$ cat src/rtl/fetch_sequencer.sv
// Program-counter / fetch sequencer feeding instruction memory, with a 4-entry branch-target LUT.
// Optional macro PC_RELATIVE_EN: branch target = pc + LUT entry instead of the absolute LUT entry.
module fetch_sequencer #(
  parameter int              PC_W     = 10,
  parameter logic [PC_W-1:0] LUT_INIT = '0
) (
  input  logic            clk,
  input  logic            reset,
  input  logic            start,
  input  logic            halt_req,
  input  logic            stall,
  input  logic            branch,
  input  logic [1:0]      how_high,
  input  logic            lut_we,
  input  logic [1:0]      lut_waddr,
  input  logic [PC_W-1:0] lut_wdata,
  output logic [PC_W-1:0] pc,
  output logic            instr_valid,
  output logic            done,
  output logic            pc_wrap,
  output logic [1:0]      state_dbg
);

  typedef enum logic [1:0] {
    S_IDLE = 2'd0,
    S_RUN  = 2'd1,
    S_DONE = 2'd2
  } state_t;

  state_t          state_q, state_d;
  logic [PC_W-1:0] pc_q, pc_d;
  logic            wrap_q, wrap_d;
  logic            done_q;
  logic [PC_W-1:0] lut_q [4];
  logic [PC_W-1:0] branch_target;

  // Target is read from the LUT before any same-edge write lands.
`ifdef PC_RELATIVE_EN
  always_comb branch_target = pc_q + lut_q[how_high];
`else
  always_comb branch_target = lut_q[how_high];
`endif

  always_comb begin
    state_d = state_q;
    pc_d    = pc_q;
    wrap_d  = wrap_q;
    case (state_q)
      S_IDLE: begin
        pc_d = '0;
        if (start) begin
          state_d = S_RUN;
          wrap_d  = 1'b0;
        end
      end
      S_RUN: begin
        if (halt_req) begin
          state_d = S_DONE;
        end else if (stall) begin
          pc_d = pc_q;
        end else if (branch) begin
          pc_d = branch_target;
        end else begin
          pc_d = pc_q + PC_W'(1);
          if (&pc_q) wrap_d = 1'b1;
        end
      end
      S_DONE: begin
        if (start) begin
          state_d = S_RUN;
          pc_d    = '0;
          wrap_d  = 1'b0;
        end
      end
      default: begin
        state_d = S_IDLE;
        pc_d    = '0;
        wrap_d  = 1'b0;
      end
    endcase
  end

  always_ff @(posedge clk or posedge reset) begin
    if (reset) begin
      state_q <= S_IDLE;
      pc_q    <= '0;
      wrap_q  <= 1'b0;
      done_q  <= 1'b0;
    end else begin
      state_q <= state_d;
      pc_q    <= pc_d;
      wrap_q  <= wrap_d;
      done_q  <= (state_d == S_DONE);
    end
  end

  always_ff @(posedge clk or posedge reset) begin
    if (reset) begin
      for (int i = 0; i < 4; i++) lut_q[i] <= LUT_INIT;
    end else if (lut_we) begin
      lut_q[lut_waddr] <= lut_wdata;
    end
  end

  assign pc          = pc_q;
  assign done        = done_q;
  assign pc_wrap     = wrap_q;
  assign instr_valid = (state_q == S_RUN) & ~stall & ~halt_req;
  assign state_dbg   = state_q;

endmodule

$ cat config.mk
export PLATFORM = sky130hd
export DESIGN_NAME = fetch_sequencer
export DESIGN_NICKNAME = d
export VERILOG_FILES = /design/src/rtl/fetch_sequencer.sv
export SDC_FILE = /design/constraint.sdc
export NUM_CORES = 1
export LEC_CHECK = 0
export ABC_AREA = 1
export CAP_MARGIN = 20
export CORE_MARGIN = 2
export CORE_UTILIZATION = 55
export CTS_CLUSTER_DIAMETER = 60
export DETAILED_ROUTE_END_ITERATION = 12
export DONT_BUFFER_PORTS = 1
export PLACE_DENSITY = 0.79
export SLEW_MARGIN = 20
export SYNTH_ARGS = -nofsm -noshare
export SYNTH_HDL_FRONTEND = slang
export SYNTH_SLANG_ARGS = --single-unit
$ cat constraint.sdc
create_clock -name clk -period 2.4 [get_ports clk]
set_input_delay 0.24 -clock clk [delete_from_list [all_inputs] [get_ports clk]]
set_output_delay 0.24 -clock clk [all_outputs]
set_load 0.005 [all_outputs]
### After elaboration in Yosys (flattened, before gate mapping)

Cells that the tools add are included.

| word-level totals | value |
|---|---|
| word-level logic and storage cells | 53 |
| bits of input ports | 21 |
| register bits after elaboration | 54 |
| output and inout bits | 15 |

| cells by class | value |
|---|---|
| bitwise gates (word level) | 6 |
| magnitude comparators | 3 |
| multiplexer cells | 20 |
| add/subtract/negate cells | 1 |
| reductions and logical operators | 6 |
| eq/ne operators | 9 |

Operators by type and width:

| kind | number |
|---|---|
| 10-bit 2-to-1 mux | 7 |
| 40-bit bitwise mux | 1 |
| 10-bit binary-select mux with 2-bit select | 1 |
| 10-bit demux with 2-bit select | 1 |
| 10-bit case mux with 2 select lines | 1 |
| 10-bit by 1-bit adder with 10-bit output (second input constant) | 1 |
| 2-bit inequality test (second input constant) | 5 |
| 10-bit AND reduction | 1 |
| 3-bit >= comparator (second input constant) | 2 |
| 2-bit inverter with 3-bit output | 2 |
| 1-bit 2-to-1 mux | 5 |
| 5-bit AND reduction | 1 |
| 2-bit equality test (second input constant) | 2 |
| 2-bit 2-to-1 mux | 2 |
| 2-bit case mux with 2 select lines | 1 |
| 3-bit by 1-bit < comparator with 1-bit output (second input constant) | 1 |
| 3-bit AND reduction | 1 |
| 1-bit AND | 2 |
| 2-bit by 1-bit equality test with 1-bit output (second input constant) | 1 |
| 2-bit zero test | 1 |
| 2-bit by 1-bit inequality test with 1-bit output (second input constant) | 1 |
| 1-bit inverter | 2 |
| 1-bit case mux with 2 select lines | 1 |
| 2-bit OR reduction | 1 |
| 1-bit logical AND | 1 |

### Depth between registers and ports, before layout

| logic depth | value |
|---|---|
| depth after elaboration | 8 |
| depth in mapped cells | 8 |
| depth with buffers taken out | 8 |

### Worst setup path before layout

Ideal clock, no wire load.

| timing | value |
|---|---|
| kind | register to register |
| from | register pc_q[0], in the netlist pc[0] |
| to | register pc_q[8], in the netlist pc[8] |
| data required time | 2.284 ns |
| library setup time | 0.116 ns |
| arrival | 1.065 ns |
| cell stages (with the launch flop) | 9 |
| period minus slack after synthesis | 1.182 ns |
| path slack | 1.218 ns |
| path buffers | 0 |
| path through | dfrtp_1 > ha_1 > nand2_1 > nor2_2 > nand3_1 > nand2_1 > nand3_1 > nand2_1 > nand2_1 |

| on the way | value |
|---|---|
| word-level cells in the longest chain between the ends | 5 |

Ends and longest elaborated chain:

| element | RTL line | text |
|---|---|---|
| from (decl) | 31 | `logic [PC_W-1:0] pc_q, pc_d;` |
| from (signal assigned) | 91 | `pc_q <= pc_d;` |
| 10-bit by 1-bit adder with 10-bit output | 64 | `pc_d = pc_q + PC_W'(1);` |
| 10-bit 2-to-1 mux | 61 | `end else if (branch) begin` |
| 10-bit 2-to-1 mux | 59 | `end else if (stall) begin` |
| 10-bit 2-to-1 mux | 57 | `if (halt_req) begin` |
| 10-bit case mux with 2 select lines | 48 | `case (state_q)` |

No other way between the ends. The select of a mux whose other input is x is not followed.
A chain may end at the register's enable or synchronous reset.

### Final worst setup path

| timing | value |
|---|---|
| from | register state_q[1], in the netlist state_dbg[1] |
| to | output port instr_valid |

| on the way | value |
|---|---|
| word-level cells in the longest chain between the ends | 3 |

Ends and longest elaborated chain:

| element | RTL line | text |
|---|---|---|
| from (decl) | 30 | `state_t state_q, state_d;` |
| from (signal assigned) | 90 | `state_q <= state_d;` |
| 2-bit by 1-bit equality test with 1-bit output | 108 | `assign instr_valid = (state_q == S_RUN) & ~stall & ~halt_req;` |
| 1-bit AND (2 in series) | 108 |  |
| to (decl) | 18 | `output logic instr_valid,` |

No other way between the ends.

==> run metrics <==
fmax approximately 0.67 GHz; die area between 0.005 and 0.006 mm2; CP max-delay cell dfrtp_1; Fin. Hold Viols 0; CP Class flip-flop to output pin; Area contributors post-synth dfrtp_1 (51%), nand2_1 (17%), o21ai_0 (9.1%); Port Buffer Count 0; Net Sw Frac between 30% and 40%; xor/xnor cell area share of the yosys netlist 0%; dpl hpwl approximately 3.8 mm; Cell variety after synth 22; Worst R2R Start pc[0]; Avg Inst Size Synth between 7 and 8 um2; Core Area 0.00466 mm2; Critical Path RT roughly 2.2 ns; Synth Flop Type dfrtp_1; min cycle time layout ~1.5 ns; crit path from state_dbg[1]; Internal 0.00151 W; complex-gate fraction of the synthesized area ~12%; RR Endpoint pc[8]; pwr/cell area ~790 mW/mm2; CTS root buffer clkbuf_8; mux contribution to synthesized area 0%; startpoint types flip-flop; Multi-input gate area roughly 0.0011 mm2; setup bufs post-CTS 0; max-cap viol count 0; Routed Antenna Nets 0; CP peak stage delay 0.42 ns; Sw Pwr 0.000676 W; DRT Pass-1 Iters 4; Yosys reg bits 54; CTS tree built; maximum VDD drop between 0.4 and 0.5 mV; via/cell ratio around 5.6; Max-Slew Margin vs Limit 51.4%; iteration-0 DRC count of the detailed router 85; Tightest Pin Transition roughly 0.73 ns; count leader, synth nand2_1; clock skew ~0.0095 ns; setup TNS 0 ns; main combinational cell family by area after synthesis simple AND/OR/NAND/NOR gates; fill cell count approximately 440; global-route wire length before repair 9.62 mm; worst r2r path cells 8; EDFF count, synth 0; post-route design area around 0.0028 mm2; DP Area around 0.0026 mm2; clk_lat worst skew about 0.31 ns; Routed wire per std cell around 14 um; drt total wl about 5.7 mm; Worst Hold Slack 0.0954 ns; drt drc 0; worst min-delay path class input pin to flip-flop; share of post-route cells with drive strength above 1 under 10%; critical path cell sequence inv_1 > nand2_1 > inv_2 > nand2_2 > inv_2; vias in the first global route 2046; Max FO, Critical Path 6; top cells by count, synth nand2_1 (118), dfrtp_1 (54), o21ai_0 (48); Clk pwr share between 20% and 30%; Adder-Cell Fraction of Synth Area less than 1%; CP endpoint instr_valid; synth warn 0; Synth top area share 51.2%; Critical Path End Type output pin; Via Count roughly 2200; Gate power share between 15 and 20%; row count 25; Seq/Total Area, Yosys approximately 51%; Layout area overhead 4.79%; Die Wd 73.3 um; largest net degree at the start of global routing 36; fraction of registers with async set/reset 100%; Clock Sinks between 50 and 60; clock-pin slew on the worst setup and hold paths approximately 0.10 ns; number of setup violations in the final report 0; GP Congestion 0.987; Initial Util between 50 and 60%; worst reg-to-reg setup slack ~1.1 ns; Post-Syn Nets approximately 370; Post-Synth Simple-Gate Area around 29%; all-layer global routing usage between 20% and 30%; Nets between 300 and 400; register area approximately 0.0014 mm2; Synth area leader dfrtp_1; Core Util, Final between 50% and 60%; RSZ-0062 raised after global routing no; Arr. time, crit path 1.25 ns; Flop pwr share a little over half; final worst-path cycle share 62.2%; Post-Syn Instances around 350; Ports 36; n_diodes 0; H-Tree Depth 2; most frequent CP cell inv_2; Netlist Area Pre-Place roughly 0.0026 mm2; die height 73.3 um; status finished, final reports clean; antenna violations before repair 0; Leak between 1 and 1.5 nW; CTS buffer count 5; Final Slew Violations 0; Max clock buf depth 2; total gr overflow 0
-- worst max-delay path: cells and delay by family, from the launching register on --
kind | cells | cell delay [ns]
flops | 1 | 0.42
buf+inv | 3 | 0.30
simple gates | 2 | 0.21
-- placed cells by master, fill, tap and decap left out, types with 2 or more instances in the layout --
| master | count |
|---|---|
| nand2_1 | 118 |
| dfrtp_1 | 54 |
| o21ai_0 | 48 |
| nand3_1 | 36 |
| inv_1 | 27 |
| nor2_1 | 16 |
| a21oi_1 | 7 |
| inv_2 | 6 |
| o21ai_1 | 5 |
| clkbuf_8 | 5 |
| nor2_2 | 3 |
| nand4_1 | 3 |
| nand2_2 | 2 |
| o211ai_1 | 2 |
| clkinv_2 | 2 |
| buf_4 | 2 |
-- registers in the layout (all words and copies together), names as in the netlist --
register / count
pc_wrap: 1
pc: 10
lut_q: 40
done: 1
state_dbg: 2
-- cell families after synthesis --
group	count (synthesis)
AOI/OAI and AO/OA	63
adders and majority gates	1
buffers and inverters	47
DFF	54
and+or+nand+nor	181
-- power groups by stage --
stage | combinational [W] | sequential, W | clock [W]
2_1_floorplan | 0.000321 | 0.00118 | 0
3_3_place_gp | 0.000370 | 0.00121 | 0
3_5_place_dp | 0.000383 | 0.00121 | 0
4_1_cts | 0.000387 | 0.00120 | 0.000614
5_1_grt | 0.000454 | 0.00123 | 0.000654
6_report | 0.000384 | 0.00120 | 0.000606
-- stage by stage --
step                      total power, W  worst slack (ns)  std cells
after floorplan                  0.00150             0.845        346
after global placement           0.00158              1.14        388
after detailed placement         0.00160              1.07        388
after CTS                        0.00220             0.893        397
after global routing             0.00233             0.774        397
final                            0.00219             0.906        397
-- worst min path at each step --
stage              from            to  slack [ns]  cells after the start
2_1_floorplan  halt_req          done        0.42                      2
3_3_place_gp      reset  state_dbg[0]        0.27                      1
3_5_place_dp      reset  state_dbg[0]        0.27                      1
4_1_cts          branch         pc[7]        0.09                      3
5_1_grt          branch         pc[7]        0.11                      3
6_report         branch         pc[7]         0.1                      3
-- area by class of cell --
class,count,share of cell area [%]
Clock inverter,3,1.45
Sequential cell,54,48.8
Timing Repair Buffer,3,0.905
Multi-Input combinational cell,245,39.4
Clock buffer,5,2.49
Tap cell,54,2.44
Inverter,33,4.48
-- layer usage --
layer	share of wire, %	track usage [%]	routed length [um]
met2	46	36.0	2620
met4	1.5	8.23	85
met5	0	0	0
met1	46	33.5	2640
met3	5.9	5.08	335
-- timing repair --
action,CTS,global route
hold buffers,1,0
gates resized for setup,0,0
hold endpoints to repair,33,0
setup endpoints to repair,0,0
No activity file was read; power rests on OpenSTA's default activity.
